==> src/rtl/regbank_write_arbiter.sv <==
// regbank_write_arbiter
//   Shares one bank of NUM_REGS registers between NUM_REQ write requesters.
//   Round-robin arbitration with an optional burst lock, then one registered
//   write stage that drives the shared D bus and the per-register active-low
//   load strobes. One write retires per clock.
//
// Ports
//   clk         system clock, rising edge
//   reset       asynchronous active-low reset
//   req_valid   per-requester write request
//   req_lock    requester wants to keep the grant after this transfer
//   req_addr    packed addresses, requester i at [i*ADDR_W +: ADDR_W]
//   req_data    packed data, requester i at [i*WIDTH +: WIDTH]
//   req_ready   one-hot grant (combinational)
//   reg_d       shared D bus to the bank (registered)
//   reg_load_n  active-low load strobe per register (registered)
//   grant_id    requester whose write is on reg_d this cycle
//   addr_err    one-cycle pulse for an accepted write to addr >= NUM_REGS
//   busy        high while LOCKED or while a load strobe is active
//   fsm_state   debug view of the arbiter FSM (0 = IDLE, 1 = LOCKED)
//
// Handshake: a transfer happens on any rising edge where req_valid[i] and
// req_ready[i] are both 1. req_ready depends only on req_valid and the
// registered state, so it is never withdrawn within a cycle unless
// req_valid changes. Requesters hold addr/data stable while valid && !ready.
module regbank_write_arbiter #(
  parameter int WIDTH    = 32,
  parameter int NUM_REQ  = 4,
  parameter int NUM_REGS = 8,
  parameter int ADDR_W   = 3
) (
  input  logic                      clk,
  input  logic                      reset,
  input  logic [NUM_REQ-1:0]        req_valid,
  input  logic [NUM_REQ-1:0]        req_lock,
  input  logic [NUM_REQ*ADDR_W-1:0] req_addr,
  input  logic [NUM_REQ*WIDTH-1:0]  req_data,
  output logic [NUM_REQ-1:0]        req_ready,
  output logic [WIDTH-1:0]          reg_d,
  output logic [NUM_REGS-1:0]       reg_load_n,
  output logic [2:0]                grant_id,
  output logic                      addr_err,
  output logic                      busy,
  output logic                      fsm_state
);

  localparam int IDX_W = (NUM_REQ > 1) ? $clog2(NUM_REQ) : 1;

  typedef enum logic {
    IDLE   = 1'b0,
    LOCKED = 1'b1
  } state_t;

  state_t             state;
  state_t             state_next;
  logic [IDX_W-1:0]   last;
  logic [IDX_W-1:0]   owner;

  logic [ADDR_W-1:0]  addr_arr [NUM_REQ];
  logic [WIDTH-1:0]   data_arr [NUM_REQ];

  logic               rr_found;
  logic [IDX_W-1:0]   rr_idx;
  logic [IDX_W-1:0]   sel_idx;
  logic               xfer;
  logic [ADDR_W-1:0]  sel_addr;
  logic               addr_ok;
  logic [NUM_REGS-1:0] load_n_next;

  for (genvar gi = 0; gi < NUM_REQ; gi++) begin : g_unpack
    assign addr_arr[gi] = req_addr[gi*ADDR_W +: ADDR_W];
    assign data_arr[gi] = req_data[gi*WIDTH +: WIDTH];
  end

  // Round-robin search starting one past the last IDLE winner.
  always_comb begin
    logic [IDX_W-1:0] cand;
    rr_found = 1'b0;
    rr_idx   = '0;
    cand     = '0;
    for (int k = 1; k <= NUM_REQ; k++) begin
      cand = IDX_W'((int'(last) + k) % NUM_REQ);
      if (!rr_found && req_valid[cand]) begin
        rr_found = 1'b1;
        rr_idx   = cand;
      end
    end
  end

  // FSM: state register
  always_ff @(posedge clk or negedge reset) begin
    if (!reset) begin
      state <= IDLE;
    end else begin
      state <= state_next;
    end
  end

  // FSM: next state
  always_comb begin
    state_next = state;
    case (state)
      IDLE: begin
        if (xfer && req_lock[sel_idx]) state_next = LOCKED;
      end
      LOCKED: begin
        // Owner dropping valid releases the lock with no grant that cycle.
        if (!req_valid[owner])                state_next = IDLE;
        else if (xfer && !req_lock[owner])    state_next = IDLE;
      end
      default: state_next = IDLE;
    endcase
  end

  // FSM: outputs (grant). Gated by reset so no grant is seen while it is low.
  always_comb begin
    req_ready = '0;
    sel_idx   = rr_idx;
    if (reset) begin
      case (state)
        IDLE: begin
          if (rr_found) req_ready[rr_idx] = 1'b1;
        end
        LOCKED: begin
          sel_idx          = owner;
          req_ready[owner] = req_valid[owner];
        end
        default: req_ready = '0;
      endcase
    end
  end

  assign xfer      = |(req_valid & req_ready);
  assign fsm_state = (state == LOCKED);

  // Pointer and lock owner only move on IDLE transfers.
  always_ff @(posedge clk or negedge reset) begin
    if (!reset) begin
      last  <= IDX_W'(NUM_REQ - 1);
      owner <= '0;
    end else if (state == IDLE && xfer) begin
      last <= sel_idx;
      if (req_lock[sel_idx]) owner <= sel_idx;
    end
  end

  // Strobe decode; out-of-range addresses strobe nothing.
  assign sel_addr = addr_arr[sel_idx];

  always_comb begin
    load_n_next = '1;
    addr_ok     = (32'(sel_addr) < 32'(NUM_REGS));
    for (int r = 0; r < NUM_REGS; r++) begin
      if (addr_ok && (sel_addr == ADDR_W'(r))) load_n_next[r] = 1'b0;
    end
  end

  // Registered write stage: a transfer at edge N is presented during cycle
  // N+1 and captured by the bank at edge N+1. reg_d holds when idle.
  always_ff @(posedge clk or negedge reset) begin
    if (!reset) begin
      reg_d      <= '0;
      reg_load_n <= '1;
      grant_id   <= '0;
      addr_err   <= 1'b0;
    end else if (xfer) begin
      reg_d      <= data_arr[sel_idx];
      reg_load_n <= load_n_next;
      grant_id   <= 3'(sel_idx);
      addr_err   <= !addr_ok;
    end else begin
      reg_load_n <= '1;
      addr_err   <= 1'b0;
    end
  end

  assign busy = (state == LOCKED) || (reg_load_n != '1);

endmodule

==> config.mk <==
export PLATFORM = sky130hd
export DESIGN_NAME = regbank_write_arbiter
export DESIGN_NICKNAME = d
export VERILOG_FILES = /design/src/rtl/regbank_write_arbiter.sv
export SDC_FILE = /design/constraint.sdc
export NUM_CORES = 1
export LEC_CHECK = 0
export CORE_UTILIZATION = 39
export DETAILED_ROUTE_END_ITERATION = 7
export PLACE_DENSITY = 0.82
export SLEW_MARGIN = 20
export SYNTH_ARGS = -nofsm -noshare
export SYNTH_HDL_FRONTEND = slang
export SYNTH_SLANG_ARGS = --single-unit
==> constraint.sdc <==
create_clock -name clk -period 2.7 [get_ports clk]
set_clock_uncertainty 0.1 [all_clocks]
set_input_delay 0.405 -clock clk [delete_from_list [all_inputs] [get_ports clk]]
set_output_delay 0.405 -clock clk [all_outputs]
set_load 0.01 [all_outputs]
== Word-level counts from Yosys, hierarchy flattened ==
Index checks and enable logic that the tools add are counted.

* Add/sub/neg operators: 4
* Multiply operators: 0
* Divide/modulo/power cells: 0
* Magnitude comparators: 10
* Equal/unequal tests: 8
* Shift operators: 0
* Mux-type cells: 50
* Bitwise gates (word level): 4
* Reduce and logical (&&, ||, !) cells: 16

{| class="wikitable"
|+ Operator list
! kind !! count
|-
| $bmux W32 S2 || 1
|-
| $mux W32 || 2
|-
| $mux W1 || 24
|-
| $lt A2 B3 Y1 const B || 7
|-
| $bmux W1 S2 || 7
|-
| $eq A3 B3 Y1 const B || 4
|-
| $mux W2 || 6
|-
| $and A4 B4 Y4 || 2
|-
| $logic_and A1 B1 Y1 || 8
|-
| $mux W4 || 2
|-
| $mux W8 || 1
|-
| $ne A8 B8 Y1 const B || 1
|-
| $pmux W4 S2 || 1
|-
| $bmux W3 S2 || 1
|-
| $eq A3 B2 Y1 const B || 2
|-
| $mux W3 || 2
|-
| $add A2 B1 Y2 const B || 2
|-
| $add A2 B2 Y2 const B || 2
|-
| $demux W1 S2 || 2
|-
| $ge A2 B1 Y1 const B || 2
|-
| $logic_not A1 Y1 || 4
|-
| $reduce_or A4 Y1 || 1
|-
| $eq A3 B1 Y1 const B || 1
|-
| $ge A3 B3 Y1 const B || 1
|-
| other kinds (6) || 6
|}

* Bits in registers: 47
* Latch bits: 0
* Memory bits (writable): 0
* Memory bits (read-only): 0
* Input port bits: 150
* Logic and storage cells: 98
* Memories: 0

== Logic depth before layout (Yosys ltp) ==
Gate-level depths: netlist (run 1).

* Word-level depth: 26
* Depth in mapped cells: 9
* Gate-level depth less buffers: 6

== Worst setup path after synthesis (run 1) ==
No wires, ideal clock.

* Path kind: register to register
* Start: register last[1]
* End: register reg_d[0]
* Arrival time: 2.014 ns
* Data required time: 2.475 ns
* Setup slack: 0.461 ns
* Cell stages (with the launch flop): 9
* Path buffers: 2
* Clock period less this slack: 2.239 ns
* Path through: dfstp_2 -> buf_4 -> mux2i_1 -> o21a_1 -> nand2b_1 -> o31a_1 -> o21bai_4 -> buf_6 -> mux2_4

* Longest elaborated chain between the ends: 22

{| class="wikitable"
|+ RTL lines
! what !! RTL line !! source
|-
| start, declared || 56 || <nowiki>logic [IDX_W-1:0] last;</nowiki>
|-
| start signal, assigned || 139 || <nowiki>last <= IDX_W'(NUM_REQ - 1);</nowiki>
|-
| start signal, assigned || 142 || <nowiki>last <= sel_idx;</nowiki>
|-
| $add A2 B1 Y2 || 82 || <nowiki>cand = IDX_W'((int'(last) + k) % NUM_REQ);</nowiki>
|-
| $bmux W1 S2 || 83 || <nowiki>if (!rr_found && req_valid[cand]) begin</nowiki>
|-
| $mux W1 (implied by the code) || 83 ||
|-
| $mux W1 || 83 ||
|-
| $logic_not A1 Y1 || 83 ||
|-
| $logic_and A1 B1 Y1 || 83 ||
|-
| $mux W1 || 83 ||
|-
| $logic_not A1 Y1 || 83 ||
|-
| [6 not listed] || n/a ||
|-
| $logic_and A1 B1 Y1 (implied by the code) || 122 || <nowiki>if (rr_found) req_ready[rr_idx] = 1'b1;</nowiki>
|-
| $mux W1 (implied by the code) || 122 ||
|-
| $demux W1 S2 || 122 ||
|-
| $mux W4 || 122 ||
|-
| $pmux W4 S2 || 120 || <nowiki>case (state)</nowiki>
|-
| $mux W4 || 119 || <nowiki>if (reset) begin</nowiki>
|-
| $and A4 B4 Y4 || 133 || <nowiki>assign xfer = |(req_valid & req_ready);</nowiki>
|-
| $reduce_or A4 Y1 || 133 ||
|-
| end signal, assigned || 167 || <nowiki>reg_d <= data_arr[sel_idx];</nowiki>
|-
| end, declared || 39 || <nowiki>output logic [WIDTH-1:0] reg_d,</nowiki>
|}

Parallel ways exist; a longest one is shown, timed or not. The select of a mux whose other input is x is not followed.
A chain may end at the register's enable or synchronous reset.

== Worst setup path in the final report (run 1) ==
* Start: register last[1]
* End: register reg_d[11]

The elaborated chain is that of the path after synthesis.

==> flow_metrics.env, run 1 <==
export IMPL_critPathCaptureType="register"
export IMPL_final_area_sq_um=6090
export IMPL_start_util=0.407
export IMPL_pre_cts_slack_ns=-0.223
export IMPL_synthArstFlopShare=1.00
export IMPL_port_buffers=197
export IMPL_synthXorXnorAreaFrac=0
export IMPL_slew_viol_final=0
export IMPL_p_seq_frac=0.207
export IMPL_placed_cells=619
export IMPL_setup_viol=0
export IMPL_avgRoutedWirePerCell_um=16.8
export IMPL_rsz0062_at_grt="false"
export IMPL_cp_start_kind="register"
export IMPL_grt_pass1_wl_um=16800
export IMPL_max_cap_violations=0
export IMPL_yosysTopAreaCell="mux2i_1"
export IMPL_track_usage=0.220
export IMPL_postRouteAntennaNets=0
export IMPL_grt_pass1_vias=3420
export IMPL_worstPathArrival_ns=2.66
export IMPL_tritoncts_num_buffers=5
export IMPL_status="finished clean"
export IMPL_intPower_uw=4150
export IMPL_ir_drop_uv=535
export IMPL_post_route_min_period_ns=2.57
export IMPL_cts_tree="yes"
export IMPL_drc=0
export IMPL_ys_flop_type="dfrtp_1"
export IMPL_clkLatencyLatePin_ns=0.30
export IMPL_synthSimpleGateAreaFrac=0.0727
export IMPL_dpl_cell_area_sq_um=5860
export IMPL_ioPinCount=200
export IMPL_synth_cell_types=46
export IMPL_place_gp_congestion=0.903
export IMPL_synth_compound_area_frac=0.0646
export IMPL_root_buffer="clkbuf_8"
export IMPL_drt_iter0_markers=98
export IMPL_comb_power_share=0.712
export IMPL_synth_mux_area_frac=0.459
export IMPL_area_delta_synth_final_pct=70.9
export IMPL_postSynthAreaPerCell_sq_um=11.9
export IMPL_yosysWarnings=0
export IMPL_synthCells=300
export IMPL_crit_fanout=15
export IMPL_via_per_inst=5.14
export IMPL_die_x_um=97.6
export IMPL_path_class="reg2reg"
export IMPL_synth_seq_cells=47
export IMPL_synth_seq_area_share=0.334
export IMPL_grt_max_degree=41
export IMPL_clkTransAtPathRegs_ns=0.09
export IMPL_first_pass_iters=4
export IMPL_hold_path_class="in2async"
export IMPL_switching_power_uw=2320
export IMPL_htree_levels=2
export IMPL_finalSetupTns_ns=0
export IMPL_dp_hpwl_um=8480
export IMPL_placementRows=34
export IMPL_die_y_um=97.6
export IMPL_overflow=0
export IMPL_pwr_share_clk=0.082
export IMPL_synth_top_family_by_area="multiplexers"
export IMPL_drt_wl_total_um=10700
export IMPL_power_density_nw_per_um2=1060
export IMPL_swShare=0.358
export IMPL_leakagePower_uw=0.00276
export IMPL_diodes=0
export IMPL_vias=3273
export IMPL_instances_no_fill=637
export IMPL_core_area_sq_um=8760
export IMPL_fin_crit_sh=0.952
export IMPL_fmax_mhz=389
export IMPL_clockBufferDepth=2
export IMPL_ys_top_cells_by_area="mux2i_1, dfrtp_1, mux2_4, dfstp_2, buf_4"
export IMPL_antenna_found_initial=0
export IMPL_clkSinkCount=47
export IMPL_hold_viol=0
export IMPL_syn_cell_area_sq_um=3560
export IMPL_ctsHoldBuffers=0
export IMPL_fin_ws_ns=0.129
export IMPL_drive_gt1_frac=0.212
export IMPL_yosys_area_share_adder=0
export IMPL_synth_edf_count=0
export IMPL_crit_required_ns=2.79
export IMPL_synth_top_cell_area_share=0.303
export IMPL_die_area_sq_um=9520
export IMPL_nets=678
[metal layers]
metal	vias to the layer above	global-route usage	part of all wire
met3	9	0.0518	0.067
met1	1563	0.252	0.39
met2	134	0.412	0.53
met5	-	0	0
li1	1567	-	-
met4	0	0.0486	0.011
[cells in the mapped netlist (5+ instances only)]
| master | number |
|---|---|
| dfstp_2 | 10 |
| mux2_4 | 31 |
| buf_4 | 10 |
| buf_2 | 6 |
| nor2_1 | 5 |
| nand2_1 | 14 |
| mux2i_1 | 108 |
| dfrtp_1 | 37 |
| inv_1 | 8 |
| nand4_1 | 6 |
[cell families (layout without fill, tap and decap cells)]
kind of cell | count (synthesis) | count (layout)
multiplexers | 145 | 145
flip-flops | 47 | 47
AND/OR/NAND/NOR | 46 | 46
buffers and inverters | 32 | 260
AO/OA/AOI/OAI | 29 | 29
other | 1 | 2
[cell usage in the layout, fill, tap and decap left out, types with 3 or more instances in the layout]
| master | count |
|---|---|
| buf_12 | 9 |
| a21oi_1 | 3 |
| nand4b_1 | 4 |
| nor2b_1 | 4 |
| nand2_1 | 14 |
| clkdlybuf4s50_1 | 190 |
| nor2_1 | 5 |
| dfrtp_1 | 37 |
| mux2_4 | 31 |
| dfstp_2 | 10 |
| mux2_2 | 4 |
| buf_4 | 35 |
| dlygate4sd2_1 | 4 |
| nand4_1 | 6 |
| nand2b_1 | 4 |
| clkbuf_8 | 5 |
| inv_1 | 8 |
| o21ai_0 | 4 |
| mux2i_1 | 107 |
[area by class of cell]
class | count | area [sq um]
well taps | 108 | 135
repair buffers | 244 | 2450
flip-flops and latches | 47 | 1190
fillers | 680 | 2670
clock buffers | 5 | 68.8
clock inverters | 3 | 46.3
inverters | 8 | 30.0
multi-input cells | 222 | 2170
[critical path: stages (launching register included)]
cell and delay (ns):
dfstp_2 0.62, buf_6 0.13, nand2_1 0.08, a21oi_2 0.18, nand4_1 0.19, buf_4 0.19
buf_4 0.13, o211ai_1 0.09, o21bai_4 0.21, buf_12 0.22, mux2_4 0.32
[state kept, by name, indices dropped and copies added (netlist names)]
name and cells:
fsm_state 1, grant_id 2, last 2, owner 2
reg_d 32, reg_load_n 8
[power by group through the flow]
stage	clock network (uW)	registers, uW	logic, uW
after floorplan	0	1410	2680
after global placement	0	1340	4340
after detailed placement	0	1350	4420
after CTS	542	1330	4490
after global routing	582	1380	4900
final	528	1340	4600
[through the flow]
stage / hold WS (ns) / util / power, uW
finish: 0.0407 / 0.695 / 6470
global route: 0.0427 / 0.695 / 6860
CTS: 0.0306 / 0.685 / 6360
detailed placement: 0.365 / 0.668 / 5770
global placement: 0.360 / 0.668 / 5680
floorplan: 0.00941 / - / 4090
[worst paths after layout]
path	slack, ns	end	cells past startpoint	from
max in group asynchronous	2.18	reg_load_n[2]$_DFF_PN1_	2	reset
hold / removal	0.04	reg_d[24]$_DFFE_PN0N_	2	reset
setup / recovery	0.13	reg_d[11]$_DFFE_PN0N_	10	last[1]$_DFFE_PN1P_
min in group clk	0.41	reg_d[25]$_DFFE_PN0N_	1	reg_d[25]$_DFFE_PN0N_
hold reg to reg	0.41	reg_d[25]$_DFFE_PN0N_	1	reg_d[25]$_DFFE_PN0N_
setup reg to reg	0.13	reg_d[11]$_DFFE_PN0N_	10	last[1]$_DFFE_PN1P_
[timing repair]
action	in CTS	in global routing
cloned	0	1
resized for setup	5	10
buffers inserted	5	5
pin swaps	3	5
setup endpoints to repair	4	43
endpoints found under the hold margin	0	0
Note: power is estimated with default switching activity, not from simulation.
==> run 2: changes to the inputs <==
Settings changed: CORE_UTILIZATION 39 to 40, PLACE_DENSITY 0.82 to 0.84.
Clock period 2.7 ns to 3.3 ns, I/O delays scaled along.
==> run 2 against run 1 <==
Count of clock-buffer cells in the layout grew 1. Sequential power shrank 18%. Global-route usage shrank 2.0 points. Final cell count shrank 6.1%. Hold slack gained 0.21 ns. Largest power group unchanged. Non-clock buffer count shrank 39. Power shrank 27%. Worst setup slack gained 0.013 ns. Critical endpoint is now req_ready[0].
==> flow_metrics.env, run 2 (synthesized netlist as in run 1, its figures left out) <==
export IMPL_crit_required_ns=2.70
export IMPL_rsz0062_at_grt="false"
export IMPL_largest_reg_flops=32
export IMPL_cp_start_kind="register"
export IMPL_clockBufferDepth=2
export IMPL_hold_viol=0
export IMPL_max_cap_violations=0
export IMPL_grt_pass1_wl_um=14200
export IMPL_finalSetupTns_ns=0
export IMPL_max_flop_register="reg_d"
export IMPL_final_area_sq_um=5680
export IMPL_root_buffer="clkbuf_8"
export IMPL_grt_pass1_vias=3056
export IMPL_clkSinkCount=47
export IMPL_power_density_nw_per_um2=831
export IMPL_worstPathArrival_ns=2.56
export IMPL_hold_path_class="in2async"
export IMPL_core_area_sq_um=8680
export IMPL_htree_levels=2
export IMPL_fmax_mhz=317
export IMPL_placementRows=34
export IMPL_vias=3150
export IMPL_die_x_um=96.4
export IMPL_status="finished clean"
export IMPL_dpl_cell_area_sq_um=5590
export IMPL_clkLatencyLatePin_ns=0.29
export IMPL_rr_endpoint="reg_d[12]$_DFFE_PN0N_"
export IMPL_diodes=0
export IMPL_track_usage=0.200
export IMPL_post_route_min_period_ns=3.16
export IMPL_start_util=0.411
export IMPL_die_area_sq_um=9290
export IMPL_ir_drop_uv=389
export IMPL_top_regs="reg_d x32, reg_load_n x8"
export IMPL_antenna_found_initial=0
export IMPL_port_buffers=197
export IMPL_die_y_um=96.4
export IMPL_setup_viol=0
export IMPL_slew_headroom=0.587
export IMPL_path_class="reg2out"
export IMPL_final_cell_mix="clkdlybuf4s50_1, mux2i_1, dfrtp_1"
export IMPL_leakagePower_uw=0.00253
export IMPL_dp_hpwl_um=7860
export IMPL_drt_wl_total_um=9940
export IMPL_tritoncts_num_buffers=5
export IMPL_fin_crit_sh=0.957
export IMPL_tightest_slew_ns=0.619
export IMPL_via_per_inst=5.27
export IMPL_reg2reg_depth=7
export IMPL_critPathCaptureType="output pin"
export IMPL_reg2reg_from="fsm_state$_DFF_PN0_"
export IMPL_postRouteAntennaNets=0
export IMPL_overflow=0
export IMPL_ctsHoldBuffers=0
export IMPL_first_pass_iters=4
export IMPL_place_gp_congestion=0.889
export IMPL_drc=0
export IMPL_clkTransAtPathRegs_ns=0.08
export IMPL_p_total_uw=4720
export IMPL_final_core_util=0.655
export IMPL_area_delta_synth_final_pct=59.4
export IMPL_fillers=711
export IMPL_nets=639
export IMPL_drt_iter0_markers=85
export IMPL_ioPinCount=200
export IMPL_grt_max_degree=50
export IMPL_r2r_slack_ns=0.62
export IMPL_cts_tree="yes"
export IMPL_layout_commonest_cell="clkdlybuf4s50_1"
export IMPL_drive_gt1_frac=0.139
export IMPL_crit_fanout=10
export IMPL_avgRoutedWirePerCell_um=16.6
export IMPL_slew_viol_final=0
## run 2: how the worst max path moves through the flow
stage / to / slack [ns] / from
2_1_floorplan: reg_d[0]$_DFFE_PN0N_ / 1.06 / last[1]$_DFFE_PN1P_
3_3_place_gp: req_ready[0] / 0.10 / req_valid[1]
3_5_place_dp: req_ready[0] / 0.03 / req_valid[3]
4_1_cts: req_ready[0] / 0.02 / req_valid[1]
5_1_grt: req_ready[0] / 0.02 / last[1]$_DFFE_PN1P_
6_report: req_ready[0] / 0.14 / last[1]$_DFFE_PN1P_
## run 2: per-stage QoR
step | setup WS [ns] | hold slack, ns | std cells
finish | 0.141 | 0.252 | 598
global route | 0.0196 | 0.290 | 598
CTS | 0.0242 | 0.265 | 598
detailed placement | 0.0302 | 0.391 | 590
global placement | 0.105 | 0.391 | 590
floorplan | 1.06 | 0.0994 | 301
## run 2: critical path: stages, from the launching register on
cell             delay [ns]
dfstp_2                0.64
mux2i_1                0.25
o21a_1                 0.19
nand2b_1               0.12
o31a_1                 0.30
nand2b_1               0.17
inv_1                  0.08
clkdlybuf4s50_1        0.53
## run 2: where the power goes
part / internal [uW] / switching (uW)
Sequential: 886 / 211
Clock: 148 / 192
Combinational: 1930 / 1360
Total: 2960 / 1760
## run 2: what timing repair did
item                       4_1_cts  5_1_grt
gates resized for setup          0        3
setup buffers                    0        0
setup endpoints to repair        0        1
## run 2: metal layers
metal  share of wire  vias up  GRT usage
met4           0.011        0     0.0551
met1            0.38     1484      0.228
met5               0        -          0
li1                -     1485          -
met3           0.090       12     0.0571
met2            0.52      169      0.365
## run 2: layout make-up
type,count,area [sq um],area share
multi-input combinational,222,2150,0.378
clock buffer,6,72.6,0.0128
clock inverter,2,12.5,0.00220
inverter,8,30.0,0.00529
tap,108,135,0.0238
timing repair buffer,205,2100,0.369
sequential,47,1190,0.209
==> run 3: changes to the inputs <==
Settings changed: ABC_CLOCK_PERIOD_IN_PS set to 3300.
==> results of run 3 <==
Same layout as run 2: the final DEF is identical, and so are final timing and power.
